`config.mk`:
```
export PLATFORM = sky130hd
export DESIGN_NAME = aes_round_sequencer
export DESIGN_NICKNAME = d
export VERILOG_FILES = /design/src/rtl/aes_round_sequencer.sv
export SDC_FILE = /design/constraint.sdc
export NUM_CORES = 1
export LEC_CHECK = 0
export CAP_MARGIN = 40
export CELL_PAD_IN_SITES_DETAIL_PLACEMENT = 0
export CELL_PAD_IN_SITES_GLOBAL_PLACEMENT = 1
export CORE_AREA = 2 2 203 205
export CTS_CLUSTER_SIZE = 16
export DETAILED_ROUTE_END_ITERATION = 10
export DIE_AREA = 0 0 205 207
export GPL_ROUTABILITY_DRIVEN = 0
export PLACE_DENSITY = 0.83
export SLEW_MARGIN = 20
export SYNTH_ARGS = -nofsm -noshare
export SYNTH_HDL_FRONTEND = slang
export SYNTH_SLANG_ARGS = --single-unit
```
`constraint.sdc`:
```
create_clock -name clk -period 3.9 [get_ports clk]
set_input_delay 0.39 -clock clk [delete_from_list [all_inputs] [get_ports clk]]
set_output_delay 0.39 -clock clk [all_outputs]
set_load 0.005 [all_outputs]
```
`src/rtl/aes_round_sequencer.sv`:
```
// ---------------------------------------------------------------------------
// aes_round_sequencer
//
// Control sequencer for a word-serial AES encryption datapath. It holds the
// 128-bit cipher state, walks the round counter 0..Nr and the 32-bit word
// index 0..3 inside each round, and reloads the state from the downstream
// round-data stage at the end of LOAD and of every round.
//
// Parameters
//   NR_128, NR_192, NR_256 : round counts for mode 00, 01 and 10
//
// Ports
//   clk          in   1    rising-edge clock
//   reset        in   1    synchronous, active-high reset
//   start        in   1    encrypt request, only looked at in IDLE
//   mode         in   2    00 AES-128, 01 AES-192, 10 AES-256, 11 illegal
//   block_in     in   128  plaintext, captured on an accepted start
//   round_result in   128  data_out of the round-data stage
//   ready        out  1    high only in IDLE
//   round        out  4    current round number
//   width_sel    out  2    current 32-bit word index
//   mode_out     out  2    mode latched at start
//   state_out    out  128  cipher state register
//   done         out  1    one-cycle completion pulse
//   block_out    out  128  ciphertext, held until the next accepted start
//   mode_err     out  1    one-cycle pulse on a start with mode 11
// ---------------------------------------------------------------------------
module aes_round_sequencer #(
    parameter int NR_128 = 10,
    parameter int NR_192 = 12,
    parameter int NR_256 = 14
) (
    input  logic         clk,
    input  logic         reset,
    input  logic         start,
    input  logic [1:0]   mode,
    input  logic [127:0] block_in,
    input  logic [127:0] round_result,
    output logic         ready,
    output logic [3:0]   round,
    output logic [1:0]   width_sel,
    output logic [1:0]   mode_out,
    output logic [127:0] state_out,
    output logic         done,
    output logic [127:0] block_out,
    output logic         mode_err
);

    typedef enum logic [1:0] {
        IDLE  = 2'd0,
        LOAD  = 2'd1,
        ROUND = 2'd2,
        DONE  = 2'd3
    } fsm_t;

    fsm_t           fsm_q;
    fsm_t           fsm_d;
    logic [3:0]     round_q;
    logic [3:0]     nr_q;
    logic [1:0]     wsel_q;
    logic [1:0]     mode_q;
    logic [127:0]   state_q;
    logic [127:0]   bout_q;
    logic           err_q;
    logic           accept;
    logic           last_word;

    function automatic logic [3:0] nr_for_mode(input logic [1:0] m);
        case (m)
            2'b00:   nr_for_mode = 4'(NR_128);
            2'b01:   nr_for_mode = 4'(NR_192);
            default: nr_for_mode = 4'(NR_256);
        endcase
    endfunction

    assign accept    = (fsm_q == IDLE) && start && (mode != 2'b11);
    assign last_word = (wsel_q == 2'd3);

    // Next-state logic
    always_comb begin
        fsm_d = fsm_q;
        case (fsm_q)
            IDLE:    if (accept) fsm_d = LOAD;
            LOAD:    fsm_d = ROUND;
            ROUND:   if (last_word && (round_q == nr_q)) fsm_d = DONE;
            DONE:    fsm_d = IDLE;
            default: fsm_d = IDLE;
        endcase
    end

    always_ff @(posedge clk) begin
        if (reset) fsm_q <= IDLE;
        else       fsm_q <= fsm_d;
    end

    // Datapath and counters. Round and word index are forced back to 0 when
    // the last round completes so that DONE and IDLE present 0 on both.
    always_ff @(posedge clk) begin
        if (reset) begin
            round_q <= 4'd0;
            nr_q    <= 4'd0;
            wsel_q  <= 2'd0;
            mode_q  <= 2'b00;
            state_q <= '0;
            bout_q  <= '0;
            err_q   <= 1'b0;
        end else begin
            err_q <= 1'b0;
            case (fsm_q)
                IDLE: begin
                    if (start) begin
                        if (mode == 2'b11) begin
                            err_q <= 1'b1;
                        end else begin
                            state_q <= block_in;
                            mode_q  <= mode;
                            nr_q    <= nr_for_mode(mode);
                            round_q <= 4'd0;
                            wsel_q  <= 2'd0;
                        end
                    end
                end
                LOAD: begin
                    state_q <= round_result;
                    round_q <= 4'd1;
                    wsel_q  <= 2'd0;
                end
                ROUND: begin
                    // The downstream accumulator has no enable, so the word
                    // index free-runs 0..3 and the state only moves on word 3.
                    if (last_word) begin
                        state_q <= round_result;
                        wsel_q  <= 2'd0;
                        if (round_q == nr_q) begin
                            bout_q  <= round_result;
                            round_q <= 4'd0;
                        end else begin
                            round_q <= round_q + 4'd1;
                        end
                    end else begin
                        wsel_q <= wsel_q + 2'd1;
                    end
                end
                default: ;
            endcase
        end
    end

    assign ready     = (fsm_q == IDLE);
    assign done      = (fsm_q == DONE);
    assign round     = round_q;
    assign width_sel = wsel_q;
    assign mode_out  = mode_q;
    assign state_out = state_q;
    assign block_out = bout_q;
    assign mode_err  = err_q;

endmodule

```
* Yosys cells after proc, flatten, opt, wreduce, memory -nomap -nowiden *
Index checks and enable logic that the tools add are counted.

cells by class
  $add $sub $neg = 2
  multipliers = 0
  div/mod/pow operators = 0
  order comparisons = 0
  equal/unequal tests = 13
  shift operators = 0
  multiplexer cells = 18
  bitwise operators = 3
  reductions and logical operators = 12

operators with widths
  operator                                                count
  2-to-1 mux 128 bit                                      3
  one-hot mux 128 bit (3 select lines)                    1
  2-to-1 mux 4 bit                                        4
  one-hot mux 4 bit (3 select lines)                      1
  2-to-1 mux 2 bit                                        5
  inequality test 2 bit (second input constant)           5
  AND reduction 3 bit                                     3
  equality test 2 bit (second input constant)             4
  one-hot mux 2 bit (4 select lines)                      1
  one-hot mux 2 bit (3 select lines)                      1
  one-hot mux 3 bit (2 select lines)                      1
  adder 4 x 1 -> 4 bit (second input constant)            1
  equality test 2 x 1 -> 1 bit (second input constant)    2
  equality test 4 bit                                     1
  zero test 2 bit                                         2
  AND reduction 4 bit                                     1
  logical AND 1 bit                                       3
  inverter 1 bit                                          3
  nonzero test 3 bit                                      1
  OR reduction 3 bit                                      1
  adder 2 x 1 -> 2 bit (second input constant)            1
  inequality test 2 x 1 -> 1 bit (second input constant)  1
  AND reduction 2 bit                                     1
  2-to-1 mux 1 bit                                        1

word-level totals
  flip-flop bits (word level) = 271
  bits in latches = 0
  memory bits (writable) = 0
  ROM bits = 0
  output and inout bits = 267
  word-level logic and storage cells = 56
  memories kept = 0

* Longest topological paths before layout *
  word-level depth = 5
  gate-level depth with buffers = 8
  depth with buffers taken out = 6

* Least setup slack after synthesis *
No wires, ideal clock.

  path kind = register -> register
  start point = register fsm_q[0]
  end point = register state_q[100] (netlist: state_out[100])
  arrival time = 1.583 ns
  data required time = 3.762 ns
  setup slack = 2.179 ns
  stages on the path, launching flop included = 8
  buffers on the path = 2
  cell sequence = dfxtp_1 > inv_1 > ha_1 > nor2b_1 > a211oi_2 > buf_2 > clkbuf_1 > a211oi_1

on the way
  word-level cells in the longest chain between the ends = 3

RTL lines
  element                                                                              RTL line  RTL
  from (decl)                                                                          56        fsm_t fsm_q;
  from (signal assigned)                                                               93        else fsm_q <= fsm_d;
  equality test 2 bit, or another cell as far along                                    109       case (fsm_q)
  inequality test 2 bit (no source line) / nonzero test 3 bit (equally long branches)  --
  AND reduction 4 bit (no source line)                                                 --
  to (signal assigned)                                                                 115       state_q <= block_in;
  to (signal assigned)                                                                 124       state_q <= round_result;
  to (signal assigned)                                                                 132       state_q <= round_result;
  to (decl)                                                                            62        logic [127:0] state_q;

Parallel ways exist; a longest one is shown, timed or not.
A chain may end at the register's enable or synchronous reset.

* Final worst setup path *
  start point = register fsm_q[0]
  end point = register state_q[43] (netlist: state_out[43])

Same word-level chain as after synthesis.

==> results.cfg <==
[outcome]
outcome = finished clean

[drt]
dr.first_iter.drc_count = 416
routed_via_density = 4.60
drtAntennaViolNets = 0
wl_per_cell_um = 17.6
routed_wl_um = 39600
dr.pass1.iters = 4
drc = 0
via_count = 10300

[worst_setup_path]
crit_required_ns = 4.33
critPathMaxFanout = 154
critPathKind = flip-flop to flip-flop
critPathCaptureType = flip-flop
cp.arrival_ns = 2.78
cp-start-kind = flip-flop

[timing]
setup_tns_ns = 0
clock.fmax_mhz = 425
maxSlewHeadroom = 0.384
hold_slack_ns = 0.426
rsz0062_at_grt = no
worst-slew-pin-transition_ns = 0.924
finalSetupViolations = 0
post-route-period-util = 0.603
hold_violations = 0
slew_violations = 0
period_minus_slack_ns = 2.35
fin_worst_skew_ns = 0.0153

[synth]
synthAdderAreaFrac = 0.00627
synthMuxAreaShare = 0.214
synthSimpleGateAreaFrac = 0.189
avgSynthCellArea_um2 = 9.88
syn_area_um2 = 12000
synth_xor_area_frac = 0.00293
syn_nets = 1479
yosysSeqAreaShare = 0.451
ys_warn_count = 0
yosysUniqueCellTypes = 28
synthCells = 1212
synth_top_family_by_area = multiplexers
synth-seq-cells = 270
synth-compound-area-share = 0.0917

[finish]
nFillCells = 3893
stdcell_count = 2246
area_growth_pct = 57.1
drive_gt1_frac = 0.0455
design_area_um2 = 18800
antenna_cells = 0
final_nets = 1955

[cts]
clk_path_buf_depth = 3
clk_pin_slew_ns = 0.06
cts_root_buf = clkbuf_16
cts.repair.resized = 0
numCtsBuffers = 34
clk_latency_ns = 0.52
cts_hold_buffers = 0
cts_tree = yes
cts.htree.levels = 2
postCtsSetupBuffers = 0
cts_sinks = 270

[die]
fp.dieW_um = 205
rows = 74
start_util = 0.297
fp.dieH_um = 207
die_area_um2 = 42400
core_area_um2 = 40400
ios = 528

[place]
place_hpwl_um = 28300
io_buffer_count = 527
place_area_um2 = 17600
dp.cells = 2184

[flow_run]
drv_cap = 0

[min_path]
hold_class = input port to flip-flop

[power_and_ir_drop]
p_per_area_nw_per_um2 = 617
p_leak_nw = 6.65
ir_worst_vdd_uv = 537

[global_route]
gr-total-overflow = 0
grt_pass1_wl_um = 60000
grt.total_usage = 0.179
grt_max_degree = 177
antenna_found_initial = 0
grt_pass1_vias = 10600
Yosys cell counts (all sizes together):
master	n	area, um2
dfxtp	270	5410
nand2b	261	1630
mux2i	256	2560
nor2	138	518
a211oi	129	973
buf	51	323
clkbuf	51	191
a21oi	8	40.0
ha	6	75.1
nor3	6	30.0
inv	5	18.8
nand3	5	25.0
o21ai	5	25.0
xnor2	4	35.0
nand2	3	11.3
nor2b	3	18.8
a41oi	2	17.5
a2111oi	1	8.76
a21bo	1	10.0
a311oi	1	8.76
a31oi	1	6.26
and2	1	6.26
nand4	1	6.26
nor3b	1	7.51
o211ai	1	7.51
or3b	1	8.76
report_power, final:
part / internal (mW) / switching, mW / leakage (nW)
Clock: 2.03 / 1.25 / 0.579
Combinational: 2.41 / 2.29 / 3.86
Sequential: 3.32 / 0.294 / 2.21
cells by family after synthesis:
family	after synthesis
adders and majority gates	6
AOI/OAI and AO/OA	149
and+or+nand+nor	420
buffers and inverters	107
muxes	256
DFF	270
xor gates and xnor gates	4
critical path: stages (launching register included):
cell,delay [ns]
dfxtp_1,0.36
inv_1,0.10
ha_1,0.26
nor2b_1,0.19
a211oi_4,0.33
buf_12,0.45
nor2_1,0.08
a211oi_1,0.26
layout make-up:
class | count | area (um2) | area share
Clock buffer | 51 | 1070 | 0.0568
Clock inverter | 11 | 120 | 0.00639
Inverter | 5 | 18.8 | 0.000998
Multi-Input combinational cell | 835 | 6060 | 0.322
Sequential cell | 270 | 5410 | 0.287
Tap cell | 532 | 666 | 0.0354
Timing Repair Buffer | 542 | 5470 | 0.291
through the flow:
stage | utilization | total power [mW] | setup slack, ns
floorplan | - | 6.42 | 2.18
global route | 0.466 | 12.3 | 1.37
global placement | 0.436 | 8.34 | 1.41
detailed placement | 0.436 | 8.42 | 1.33
CTS | 0.466 | 11.8 | 1.54
finish | 0.466 | 11.6 | 1.55
routing by layer:
layer	vias up	track usage	routed length [um]
met5	-	0	0
met4	0	0.0779	1410
met2	359	0.311	19200
met1	4750	0.197	15600
li1	5138	-	-
met3	79	0.0618	3330
cell usage in the layout (no fill, tap or decap), types with 4 or more instances in the layout:
cell / Yosys / routed
a211oi_1: 128 / 128
a21oi_1: 8 / 8
buf_12: 0 / 6
buf_4: 27 / 9
clkbuf_1: 51 / 5
clkbuf_16: 0 / 37
clkbuf_8: 0 / 9
clkdlybuf4s50_1: 0 / 526
clkinv_2: 0 / 4
dfxtp_1: 270 / 270
ha_1: 6 / 5
inv_1: 5 / 5
mux2i_1: 256 / 256
nand2b_1: 261 / 261
nand3_1: 5 / 5
nor2_1: 138 / 137
nor3_1: 6 / 6
o21ai_0: 5 / 5
xnor2_1: 4 / 4
final timing paths:
path | from | to | slack, ns | depth (start not counted)
worst max-delay path | fsm_q[0] | state_out[43] | 1.55 | 7
worst min register to register | block_out[112] | block_out[112] | 0.47 | 2
worst max register to register | fsm_q[0] | state_out[43] | 1.55 | 7
worst min-delay path | reset | nr_q[3] | 0.43 | 2
flip-flops by register name, summed over array words and instances, names as in the netlist:
register   flops
block_out    128
state_out    128
mode_out       2
width_sel      2
fsm_q          2
mode_err       1
round          4
nr_q           3
Note: power is estimated with default switching activity, not from simulation.
==> edit: new RTL, same settings <==
Register the input `mode` before use, without a reset. The logic sees it one clock later. The other inputs are not delayed to match. Comments in the files are not updated.
--- a/src/rtl/aes_round_sequencer.sv
+++ b/src/rtl/aes_round_sequencer.sv
@@ -53,6 +53,12 @@
         DONE  = 2'd3
     } fsm_t;
 
+    logic [1:0] mode_r;
+
+    always_ff @(posedge clk) begin
+        mode_r <= mode;
+    end
+
     fsm_t           fsm_q;
     fsm_t           fsm_d;
     logic [3:0]     round_q;
@@ -73,7 +79,7 @@
         endcase
     endfunction
 
-    assign accept    = (fsm_q == IDLE) && start && (mode != 2'b11);
+    assign accept    = (fsm_q == IDLE) && start && (mode_r != 2'b11);
     assign last_word = (wsel_q == 2'd3);
 
     // Next-state logic
@@ -109,12 +115,12 @@
             case (fsm_q)
                 IDLE: begin
                     if (start) begin
-                        if (mode == 2'b11) begin
+                        if (mode_r == 2'b11) begin
                             err_q <= 1'b1;
                         end else begin
                             state_q <= block_in;
-                            mode_q  <= mode;
-                            nr_q    <= nr_for_mode(mode);
+                            mode_q  <= mode_r;
+                            nr_q    <= nr_for_mode(mode_r);
                             round_q <= 4'd0;
                             wsel_q  <= 2'd0;
                         end
Check against the original RTL: not equivalent (Yosys sat finds a counterexample within 4 cycles, from zero or initial values and one cycle with reset high).
==> edit against the original RTL <==
Worst setup slack got worse by 0.049 ns. Routed wire length shrank 2.0%. Design area down 0.89%. Clock skew down 0.0032 ns. Power down 4.9%. Area after synthesis up 1.2%. Via count down 0.45%. Sequential cell count up 2. Highest routed layer unchanged.
==> edit: results (changes against the original RTL) <==
* First-pass GRT wire length at 59600 µm (-0.71%)
* Maximum vdd drop at 600 µV (+12%)
* Skew-Pair Late Insertion Delay at 0.56 ns (+0.04 ns)
* Post-synthesis mux area share at 0.212 (-0.00169)
* Detailed-router iteration count before antenna repair at 4 (unchanged)
* Sw Pwr at 3.67 mW (-4.3%)
* Fillers at 3802 (-2.3%)
* Number of levels in the clock H-tree at 1 (-1)
* Placed wire-length estimate at 28300 µm (about the same)
* Slew of the pin with the lowest slew margin at 0.909 ns (-0.0148 ns)
* Hold_sp: mode[1]
* Average vias per placed instance at 4.59 (-0.18%)
* Flop-to-flop setup slack at 1.50 ns (-0.05 ns)
* Max-slew violation count at 0 (unchanged)
* Count of distinct cell types in the synthesized netlist at 29 (+3.6%)
* Number of antenna violations at the first check in global routing at 0 (unchanged)
* Net count of the mapped netlist at 1482 (+0.20%)
* Worst stage delay on the critical path at 0.38 ns (-0.07 ns)
* Worst clock skew at 0.0122 ns (-0.00315 ns)
* WHS Path Cells at 1 (-1)
* Most numerous cell types in the synthesized netlist: 272 x dfxtp_1, 261 x nand2b_1, 257 x mux2i_1
* Portion of the post-synthesis area used by sequential elements at 0.449 (-0.00201)
* Complex-gate fraction of the synthesized area at 0.0906 (-0.00108)
* Type of the tightest min-delay check: input port to register
* Number of nets in the layout at 1955 (unchanged)
* Clock-pin transition on the worst setup and hold timing paths at 0.06 ns (about the same)
* Largest fanout of any net on the critical path at 162 (+5.2%)
* Buffers added on ports at 527 (unchanged)
* XOR/XNOR Fraction of Synth Area at 0.00217 (-0.000757)
* Standard cell core area at 0.0404 mm² (unchanged)
* Total GRT Usage at 0.174 (-0.00487)
* Cell leakage power at 6.56 nW (-1.3%)
* Startpoint of the worst register-to-register path: fsm_q[0]
* Post-CTS setup repair buffer count at 0 (unchanged)
* Fraction of the mapped netlist area in adder cells at 0.00620 (-0.0000738)
* Crit path max-delay cell type: buf_12
* CTS Root Buffer Type: clkbuf_16
* Total clock buffers created by CTS at 31 (-8.8%)
* 1st-iter DRT viols at 385 (-7.5%)
* Worst hold endpoint: mode_r[1]
* Post-Route WL at 38800 µm (-2.0%)
* Terminus of the critical flop-to-flop path: state_out[102]
* Post-cts sizing count at 0 (unchanged)
* Post-DP Area at 0.0177 mm² (+0.47%)
* Synth area leaders: dfxtp_1 45%, mux2i_1 21%, nand2b_1 13%
* Fraction of layout cells with a size suffix above 1 at 0.0357 (-0.00979)
* Pin count of the biggest net entering global routing at 163 (-7.9%)
* Number of global-route vias before repair at 10300 (-2.8%)
* Worst slack after detailed placement at 1.36 ns (+0.0257 ns)
* Status: finished, final reports clean
* Maximum buffer depth of the clock tree at 3 (unchanged)
* Arrival time at the worst endpoint at 2.88 ns (+0.10 ns)
* Fraction of synthesis flops using an asynchronous set or reset pin at 0 (unchanged)
## edit: power by group through the flow
stage	sequential (mW)	clock, mW	combinational [mW]
CTS	3.62	2.86	4.73
finish	3.62	2.76	4.66
global placement	3.66	0	4.64
detailed placement	3.68	0	4.71
floorplan	3.70	0	2.81
global route	3.68	2.94	5.09
## edit: cell type report
class	count	area share
clock inverter	4	0.00242
multi-input combinational	836	0.325
clock buffer	49	0.0479
sequential	272	0.292
timing repair buffer	542	0.295
inverter	5	0.00101
tap	532	0.0357
## edit: worst max-delay path, delay by kind of cell, from the launching register on
family	cells	cell delay [ns]
fa+ha+maj	1	0.27
compound gates	2	0.58
flops	1	0.35
buf+inv	2	0.49
simple gates	2	0.28
## edit: worst max-delay path by stage
stage | from | to | slack [ns] | depth (start not counted)
2_1_floorplan | fsm_q[0] | state_out[0] | 2.19 | 8
3_3_place_gp | start | state_out[115] | 1.41 | 6
3_5_place_dp | start | state_out[1] | 1.36 | 6
4_1_cts | fsm_q[1] | done | 1.50 | 2
5_1_grt | fsm_q[0] | state_out[85] | 1.34 | 7
6_report | fsm_q[0] | state_out[102] | 1.50 | 7
## edit: metrics by stage
step	utilization	power, mW	hold WS [ns]	std cells
after floorplan	-	6.51	0.418	1215
after global placement	0.439	8.30	0.457	2187
after detailed placement	0.439	8.39	0.462	2187
after CTS	0.462	11.2	0.235	2240
after global routing	0.462	11.7	0.260	2240
final	0.462	11.0	0.278	2240
## edit: metal layers
metal / vias to the layer above / share of wire / track usage
met5: - / 0 / 0
met4: 0 / 0.028 / 0.0581
met3: 54 / 0.082 / 0.0486
met2: 350 / 0.48 / 0.304
met1: 4748 / 0.41 / 0.205
li1: 5128 / - / -
